## src/rtl/async_frame_receiver_if.sv

```systemverilog
// rtl/async_frame_receiver_if.sv - serial line and frame handshake bundle for async_frame_receiver
interface async_frame_receiver_if #(
  parameter int DATA_WIDTH = 10
);
  logic                  RXD;
  logic                  DATA_ACK;
  logic [DATA_WIDTH-1:0] Frame;
  logic                  RX_BUSY;
  logic                  RX_READY;
  logic                  RX_ERROR;

  modport master (output RXD, output DATA_ACK,
                  input Frame, input RX_BUSY, input RX_READY, input RX_ERROR);
  modport slave  (input RXD, input DATA_ACK,
                  output Frame, output RX_BUSY, output RX_READY, output RX_ERROR);
endinterface

```

## src/rtl/async_frame_receiver.sv

```systemverilog
// rtl/async_frame_receiver.sv - oversampling async frame receiver with ready/ack handshake
// Optional even-parity bit enabled by defining RX_PARITY_EN.
module async_frame_receiver #(
  parameter int OVERSAMPLE = 8,
  parameter int DATA_WIDTH = 10
) (
  input logic                   CLK,
  input logic                   nRST,
  async_frame_receiver_if.slave rx
);
  localparam int H  = OVERSAMPLE / 2;
  localparam int CW = $clog2(OVERSAMPLE);
  localparam int IW = (DATA_WIDTH > 1) ? $clog2(DATA_WIDTH) : 1;
  localparam logic [CW-1:0] CNT_S0   = CW'(H - 1);
  localparam logic [CW-1:0] CNT_S1   = CW'(H);
  localparam logic [CW-1:0] CNT_DEC  = CW'(H + 1);
  localparam logic [CW-1:0] CNT_LAST = CW'(OVERSAMPLE - 1);
  localparam logic [IW-1:0] IDX_LAST = IW'(DATA_WIDTH - 1);

`ifdef RX_PARITY_EN
  typedef enum logic [2:0] {S_IDLE, S_START, S_DATA, S_PARITY, S_STOP, S_WAIT_IDLE} state_t;
`else
  typedef enum logic [2:0] {S_IDLE, S_START, S_DATA, S_STOP, S_WAIT_IDLE} state_t;
`endif

  state_t                state_q, state_d;
  logic [CW-1:0]         cnt_q, cnt_d;
  logic [IW-1:0]         idx_q, idx_d;
  logic [DATA_WIDTH-1:0] shift_q, shift_d;
  logic [DATA_WIDTH-1:0] frame_q, frame_d;
  logic                  sync1_q, sync1_d;
  logic                  rxs_q, rxs_d;
  logic                  s0_q, s0_d, s1_q, s1_d;
  logic                  busy_q, busy_d;
  logic                  ready_q, ready_d;
  logic                  error_q, error_d;
`ifdef RX_PARITY_EN
  logic                  par_acc_q, par_acc_d;
  logic                  par_err_q, par_err_d;
`endif
  logic                  maj;
  logic                  done_ok;
  logic                  set_err;

  always_comb begin
    state_d = state_q;
    cnt_d   = cnt_q;
    idx_d   = idx_q;
    shift_d = shift_q;
    frame_d = frame_q;
    sync1_d = rx.RXD;
    rxs_d   = sync1_q;
    s0_d    = s0_q;
    s1_d    = s1_q;
    ready_d = ready_q;
    error_d = error_q;
`ifdef RX_PARITY_EN
    par_acc_d = par_acc_q;
    par_err_d = par_err_q;
`endif
    done_ok = 1'b0;
    set_err = 1'b0;
    // The third sample is the live rxs at the decision cycle.
    maj = (s0_q & s1_q) | (s0_q & rxs_q) | (s1_q & rxs_q);

    if (state_q != S_IDLE) cnt_d = cnt_q + 1'b1;
    if (cnt_q == CNT_S0) s0_d = rxs_q;
    if (cnt_q == CNT_S1) s1_d = rxs_q;

    case (state_q)
      S_IDLE: begin
        cnt_d = '0;
        if (!rxs_q) begin
          state_d = S_START;
          cnt_d   = CW'(1);
`ifdef RX_PARITY_EN
          par_acc_d = 1'b0;
          par_err_d = 1'b0;
`endif
        end
      end
      S_START: begin
        if (cnt_q == CNT_DEC && maj) begin
          state_d = S_IDLE;
          cnt_d   = '0;
        end else if (cnt_q == CNT_LAST) begin
          state_d = S_DATA;
          idx_d   = '0;
        end
      end
      S_DATA: begin
        if (cnt_q == CNT_DEC) begin
          shift_d[idx_q] = maj;
`ifdef RX_PARITY_EN
          par_acc_d = par_acc_q ^ maj;
`endif
        end
        if (cnt_q == CNT_LAST) begin
          if (idx_q == IDX_LAST) begin
`ifdef RX_PARITY_EN
            state_d = S_PARITY;
`else
            state_d = S_STOP;
`endif
          end else begin
            idx_d = idx_q + 1'b1;
          end
        end
      end
`ifdef RX_PARITY_EN
      S_PARITY: begin
        if (cnt_q == CNT_DEC) par_err_d = par_acc_q ^ maj;
        if (cnt_q == CNT_LAST) state_d = S_STOP;
      end
`endif
      S_STOP: begin
        // Good stop returns to IDLE mid-bit so the next start edge is not missed.
        if (cnt_q == CNT_DEC) begin
          cnt_d = '0;
          if (maj) begin
            state_d = S_IDLE;
`ifdef RX_PARITY_EN
            if (par_err_q) set_err = 1'b1;
            else           done_ok = 1'b1;
`else
            done_ok = 1'b1;
`endif
          end else begin
            state_d = S_WAIT_IDLE;
            set_err = 1'b1;
          end
        end
      end
      S_WAIT_IDLE: begin
        if (rxs_q) begin
          state_d = S_IDLE;
          cnt_d   = '0;
        end
      end
      default: begin
        state_d = S_IDLE;
        cnt_d   = '0;
      end
    endcase

    if (rx.DATA_ACK) begin
      ready_d = 1'b0;
      error_d = 1'b0;
    end
    if (done_ok) begin
      if (!ready_q || rx.DATA_ACK) begin
        frame_d = shift_q;
        ready_d = 1'b1;
      end else begin
        error_d = 1'b1;
      end
    end
    if (set_err) error_d = 1'b1;

    busy_d = (state_d != S_IDLE);
  end

  always_ff @(posedge CLK) begin
    if (!nRST) begin
      state_q <= S_IDLE;
      cnt_q   <= '0;
      idx_q   <= '0;
      shift_q <= '0;
      frame_q <= '0;
      sync1_q <= 1'b1;
      rxs_q   <= 1'b1;
      s0_q    <= 1'b1;
      s1_q    <= 1'b1;
      busy_q  <= 1'b0;
      ready_q <= 1'b0;
      error_q <= 1'b0;
`ifdef RX_PARITY_EN
      par_acc_q <= 1'b0;
      par_err_q <= 1'b0;
`endif
    end else begin
      state_q <= state_d;
      cnt_q   <= cnt_d;
      idx_q   <= idx_d;
      shift_q <= shift_d;
      frame_q <= frame_d;
      sync1_q <= sync1_d;
      rxs_q   <= rxs_d;
      s0_q    <= s0_d;
      s1_q    <= s1_d;
      busy_q  <= busy_d;
      ready_q <= ready_d;
      error_q <= error_d;
`ifdef RX_PARITY_EN
      par_acc_q <= par_acc_d;
      par_err_q <= par_err_d;
`endif
    end
  end

  assign rx.Frame    = frame_q;
  assign rx.RX_BUSY  = busy_q;
  assign rx.RX_READY = ready_q;
  assign rx.RX_ERROR = error_q;
endmodule

```

## src/flat_wrapper.sv

```systemverilog
// flat-port wrapper written by rule: the top's interface ports become plain ports
module async_frame_receiver_flat 
#(
  parameter int OVERSAMPLE = 8,
  parameter int DATA_WIDTH = 10
)
  (CLK, nRST, rx_RXD, rx_DATA_ACK, rx_Frame, rx_RX_BUSY, rx_RX_READY, rx_RX_ERROR);
  async_frame_receiver_if #(.DATA_WIDTH(DATA_WIDTH)) rx_i ();
  input logic CLK;
  input logic nRST;
  input wire logic [$bits(rx_i.RXD)-1:0] rx_RXD;
  input wire logic [$bits(rx_i.DATA_ACK)-1:0] rx_DATA_ACK;
  output wire logic [$bits(rx_i.Frame)-1:0] rx_Frame;
  output wire logic [$bits(rx_i.RX_BUSY)-1:0] rx_RX_BUSY;
  output wire logic [$bits(rx_i.RX_READY)-1:0] rx_RX_READY;
  output wire logic [$bits(rx_i.RX_ERROR)-1:0] rx_RX_ERROR;
  assign rx_i.RXD = rx_RXD;
  assign rx_i.DATA_ACK = rx_DATA_ACK;
  assign rx_Frame = rx_i.Frame;
  assign rx_RX_BUSY = rx_i.RX_BUSY;
  assign rx_RX_READY = rx_i.RX_READY;
  assign rx_RX_ERROR = rx_i.RX_ERROR;
  async_frame_receiver #(.OVERSAMPLE(OVERSAMPLE), .DATA_WIDTH(DATA_WIDTH)) u_core (.CLK(CLK), .nRST(nRST), .rx(rx_i));
endmodule
```

## config.mk

```make
export PLATFORM = sky130hd
export DESIGN_NAME = async_frame_receiver_flat
export DESIGN_NICKNAME = d
export VERILOG_FILES = /design/src/rtl/async_frame_receiver_if.sv /design/src/rtl/async_frame_receiver.sv /design/src/flat_wrapper.sv
export SDC_FILE = /design/constraint.sdc
export NUM_CORES = 1
export LEC_CHECK = 0
export BUFFER_PORTS_ARGS = -buffer_cell sky130_fd_sc_hd__buf_2
export CAP_MARGIN = 20
export CORE_MARGIN = 1
export CORE_UTILIZATION = 25
export CTS_CLUSTER_DIAMETER = 120
export DETAILED_ROUTE_END_ITERATION = 8
export GPL_TIMING_DRIVEN = 0
export SLEW_MARGIN = 20
export SYNTH_ARGS = -nofsm -noshare
export SYNTH_HDL_FRONTEND = slang
export SYNTH_SLANG_ARGS = --single-unit
```

## constraint.sdc

```tcl
create_clock -name CLK -period 2.92 [get_ports CLK]
set_clock_uncertainty 0.2 [all_clocks]
set_input_delay 0.146 -clock CLK [delete_from_list [all_inputs] [get_ports CLK]]
set_output_delay 0.146 -clock CLK [all_outputs]
set_load 0.05 [all_outputs]
```

== Word-level counts from Yosys, hierarchy flattened ==
Cells that the tools add are included.

* Bits in read-only memories: 0
* Logic and storage cells: 81
* Memories: 0
* Register bits: 37
* Bits in latches: 0
* Memory bits (writable): 0

* Reductions and logical operators: 11
* $lt $le $gt $ge: 2
* Multipliers: 0
* Add/sub/neg operators: 2
* Mux-type cells: 36
* Eq/ne operators: 13
* Bitwise gates (word level): 5
* Shifts and indexed selects: 0
* Div/mod/pow operators: 0

{| class="wikitable"
|+ Operators with widths
! cell !! count
|-
| $mux W3 || 12
|-
| $pmux W3 S5 || 2
|-
| $mux W4 || 4
|-
| $mux W1 || 15
|-
| $eq A3 B3 Y1 const B || 4
|-
| $bwmux W10 || 1
|-
| $eq A3 B2 Y1 const B || 3
|-
| $pmux W4 S2 || 1
|-
| $reduce_bool A3 Y1 || 2
|-
| $lt A4 B5 Y1 const B || 1
|-
| $reduce_and A5 Y1 || 1
|-
| $add A4 B1 Y4 const B || 1
|-
| $demux W1 S4 || 1
|-
| $eq A4 B4 Y1 const B || 1
|-
| $ge A4 B1 Y1 const B || 1
|-
| $ne A2 B1 Y1 const B || 2
|-
| $ne A2 B2 Y1 const B || 2
|-
| $reduce_and A2 Y1 || 2
|-
| $add A3 B1 Y3 const B || 1
|-
| $and A1 B1 Y1 || 3
|-
| $eq A3 B1 Y1 const B || 1
|-
| $logic_not A3 Y1 || 1
|-
| $logic_and A1 B1 Y1 || 2
|-
| $or A1 B1 Y1 || 2
|-
| other kinds (3) || 3
|}

== Longest topological paths before layout ==
* Word-level depth: 8
* Mapped depth: 8
* Depth with buffers taken out: 7

== Worst setup path after synthesis ==
No wires, ideal clock.

* Kind: register to register
* Start: reg u_core.idx_q[1]
* End: reg u_core.idx_q[1]
* Library setup time: 0.129 ns
* Buffers on the path: 0
* Stages on the path, launching flop included: 8
* Data required time: 2.591 ns
* Path slack: 1.107 ns
* Arrival time: 1.484 ns
* Cells stage by stage: dfxtp_1 > inv_1 > ha_1 > nor4bb_1 > a21oi_1 > o21ai_2 > mux2i_1 > nor2_1

* Word-level cells in the longest chain between the ends: 4

{| class="wikitable"
|+ Ends and longest elaborated chain
! item !! line !! text
|-
| from (decl) || async_frame_receiver.sv:28 || <nowiki>logic [IW-1:0] idx_q, idx_d;</nowiki>
|-
| from (signal assigned) || async_frame_receiver.sv:184 || <nowiki>idx_q <= idx_d;</nowiki>
|-
| $add A4 B1 Y4 || async_frame_receiver.sv:106 || <nowiki>idx_d = idx_q + 1'b1;</nowiki>
|-
| $mux W4 || async_frame_receiver.sv:99 || <nowiki>if (idx_q == IDX_LAST) begin</nowiki>
|-
| $mux W4 || async_frame_receiver.sv:98 || <nowiki>if (cnt_q == CNT_LAST) begin</nowiki>
|-
| $pmux W4 S2 || async_frame_receiver.sv:70 || <nowiki>case (state_q)</nowiki>
|}

Parallel ways exist; a longest one is shown, timed or not. The select of a mux whose other input is x is not followed.
A chain may end at the register's enable or synchronous reset.

== Worst setup path after layout ==
Same ends and word-level chain as after synthesis.

==> flow_summary_export.csv <==
group,metric,value,unit
sta,timing.final.hold_violations,0,
global_routing,antenna_found_initial,0,
power_and_ir_drop,p_per_area,507.6,nW/um^2
sta,slew_headroom,57.27,%
sta,drv_slew,0,
clock_network,clk_latency,0.29,ns
final_layout,fin_nets,238,
sta,tightest_slew,0.6357,ns
yosys,synth_area_leaders,"dfxtp_1 (42%), mux2i_1 (8.5%), ha_1 (6.4%), nor2b_1 (5.7%), nand2_1 (4.3%)",
floorplan,die_y,86.04,um
yosys,synth_top_area_share,41.96,%
drt,dr_total_vias,1395,
global_routing,overflow,0,
clock_network,cts.path.max_buffers,2,
drt,wl_met2,1615,um
worst_setup_path,crit_type,"reg -> reg",
worst_setup_path,path_max_fanout,6,
worst_setup_path,crit_required,2.89,ns
clock_network,cts_htree_levels,2,
clock_network,cts_tree,"done",
power_and_ir_drop,finalPower,1088,uW
floorplan,row_count,30,
floorplan,start_util,25.99,%
outcome,outcome,"completed",
sta,layout_setup_ws,0.7665,ns
sta,tns,0,ns
sta,rsz0062_at_grt,"false",
run,maxCapViolCount,0,
drt,wl_met1,1644,um
worst_setup_path,reg2reg_depth,7,
clock_network,cts-root-buf,"clkbuf_8",
final_layout,fin_util,31.55,%
placement,routabilityCongestion,0.8191,
sta,min_period_over_period,73.75,%
placement,pre_cts_ws,0.7881,ns
final_layout,drive_above_1_share,14.16,%
clock_network,clock_sinks,37,
floorplan,die-area,7402,um^2
yosys,ys_seq_area_share,41.96,%
worst_setup_path,critPathLaunchType,"register",
worst_setup_path,crit_arrival,2.12,ns
hold_path,hold_class,"reg -> reg",
yosys,synth-seq-cells,37,
placement,place_hpwl,2498,um
drt,wl_met3,98,um
global_routing,grt_max_degree,14,
yosys,synth_cell_types,37,
global_routing,grtUsageTotal,10.20,%
drt,wl_per_cell,10.49,um
sta,fmax,464.4,MHz
final_layout,fin_area,2143,um^2
drt,ant_nets,0,
power_and_ir_drop,ir_worst_vdd,192.5,uV
final_layout,final_cell_mix,"dfxtp_1 (37), nand2_1 (20), buf_2 (18)",
yosys,avgSynthCellArea,8.916,um^2
drt,wl,3378,um
sta,period_needed,2.154,ns
global_routing,grt_pass1_vias,1389,
power_and_ir_drop,leakagePower,0.0008647,uW
final_layout,mostFrequentLayoutCell,"dfxtp_1",
clock_network,cts_resized,0,
yosys,syn-cell-area,1765,um^2
placement,io_buffer_count,16,
global_routing,grt_pass1_wl,5989,um
drt,drc,0,
clock_network,clkTransAtPathRegs,0.08,ns
yosys,syn-num-nets,211,
clock_network,cts_buffers,5,
final_layout,diodes,0,
yosys,synth_area_leader_cell,"dfxtp_1",
placement,place_area,1966,um^2
final_layout,synthToLayoutAreaGrowth,21.40,%
sta,setup_viol,0,
floorplan,die_x,86.04,um
drt,drtIter0Drc,73,
worst_setup_path,endpoint_kind,"register",
drt,dr.pass1.iters,4,
hold_path,hold_path_depth,1,
final_layout,n_fill_cell,728,
floorplan,ioPinCount,17,
yosys,yosysWarnings,0,
drt,viasPerCell,4.332,
yosys,netlist_instances,198,
floorplan,fp.coreArea,6794,um^2
drt,dr.max_layer_used,"met4",
## layer usage
layer,vias to the layer above,track usage (%)
li1,730,-
met1,644,12.13
met2,19,17.53
met3,2,2.887
met4,0,3.485
met5,-,0
## state kept, by name, summed over array words and instances, names as in the netlist, 3 cells and up
register / flops
u_core.cnt_q: 3
u_core.rx.Frame: 10
u_core.shift_q: 10
u_core.state_q: 3
u_core.idx_q: 4
## kinds of logic after synthesis
kind of cell	count (synthesis)	synth area share [%]
xor+xnor	1	0.4962
fa+ha+maj	10	7.016
mux	16	9.142
simple gates	84	25.66
compound gates	33	11.98
buf+inv	17	3.756
flops	37	41.96
## through the flow
step                hold WS (ns)  cells
floorplan                0.01904    198
global route              0.2282    322
detailed placement        0.1305    310
global placement          0.1282    310
finish                    0.2090    322
CTS                       0.2104    322
## path summary, 6_finish.rpt
path                                      start               to  slack, ns
worst max-delay path            u_core.idx_q[1]  u_core.idx_q[1]       0.77
worst min-delay path               u_core.rxs_d     u_core.rxs_q       0.21
worst max register to register  u_core.idx_q[1]  u_core.idx_q[1]       0.77
worst min register to register     u_core.rxs_d     u_core.rxs_q       0.21
## critical path, stage by stage (launching register included)
cell	delay [ns]
dfxtp_1	0.35
inv_1	0.09
ha_1	0.25
nor4bb_1	0.55
a21oi_1	0.17
o21ai_2	0.15
mux2i_1	0.22
nor2_1	0.05
## final cells by class
class / count / area (um^2) / share of cell area, %
Multi-Input combinational cell: 144 / 958.4 / 44.72
Sequential cell: 37 / 740.7 / 34.56
Timing Repair Buffer: 20 / 120.1 / 5.604
Tap cell: 96 / 120.1 / 5.604
Clock buffer: 5 / 68.82 / 3.211
Clock inverter: 3 / 68.82 / 3.211
Buffer: 9 / 36.28 / 1.693
Inverter: 8 / 30.03 / 1.401
## what timing repair did
action | 4_1_cts | 5_1_grt
setup buffers | 0 | 0
setup endpoints to repair | 0 | 0
hold buffers | 4 | 0
endpoints found under the hold margin | 4 | 0
## report_power, final
part | internal (uW) | switching [uW] | total (uW)
logic | 17.9 | 22.9 | 40.7
registers | 508 | 2.45 | 510
clock network | 344 | 193 | 537
total | 869 | 218 | 1090
## Yosys cell counts, drive strengths merged
cell type   n
inv         8
ha          9
buf         3
mux2        1
nand2      20
nor4bb      1
nand3      10
nand4       1
a31oi       1
o211ai      1
nand2b      9
o21a        3
a21o        1
nor3        5
a21boi      9
dfxtp      37
nor2b      16
and2        1
and4        1
nor4b       1
clkbuf      6
nor3b       1
or3         3
a21oi       8
nor4        3
o21ai       9
maj3        1
xnor2       1
mux2i      15
and3        2
nor2       10
o31ai       1
(Power assumes the default switching activity.)
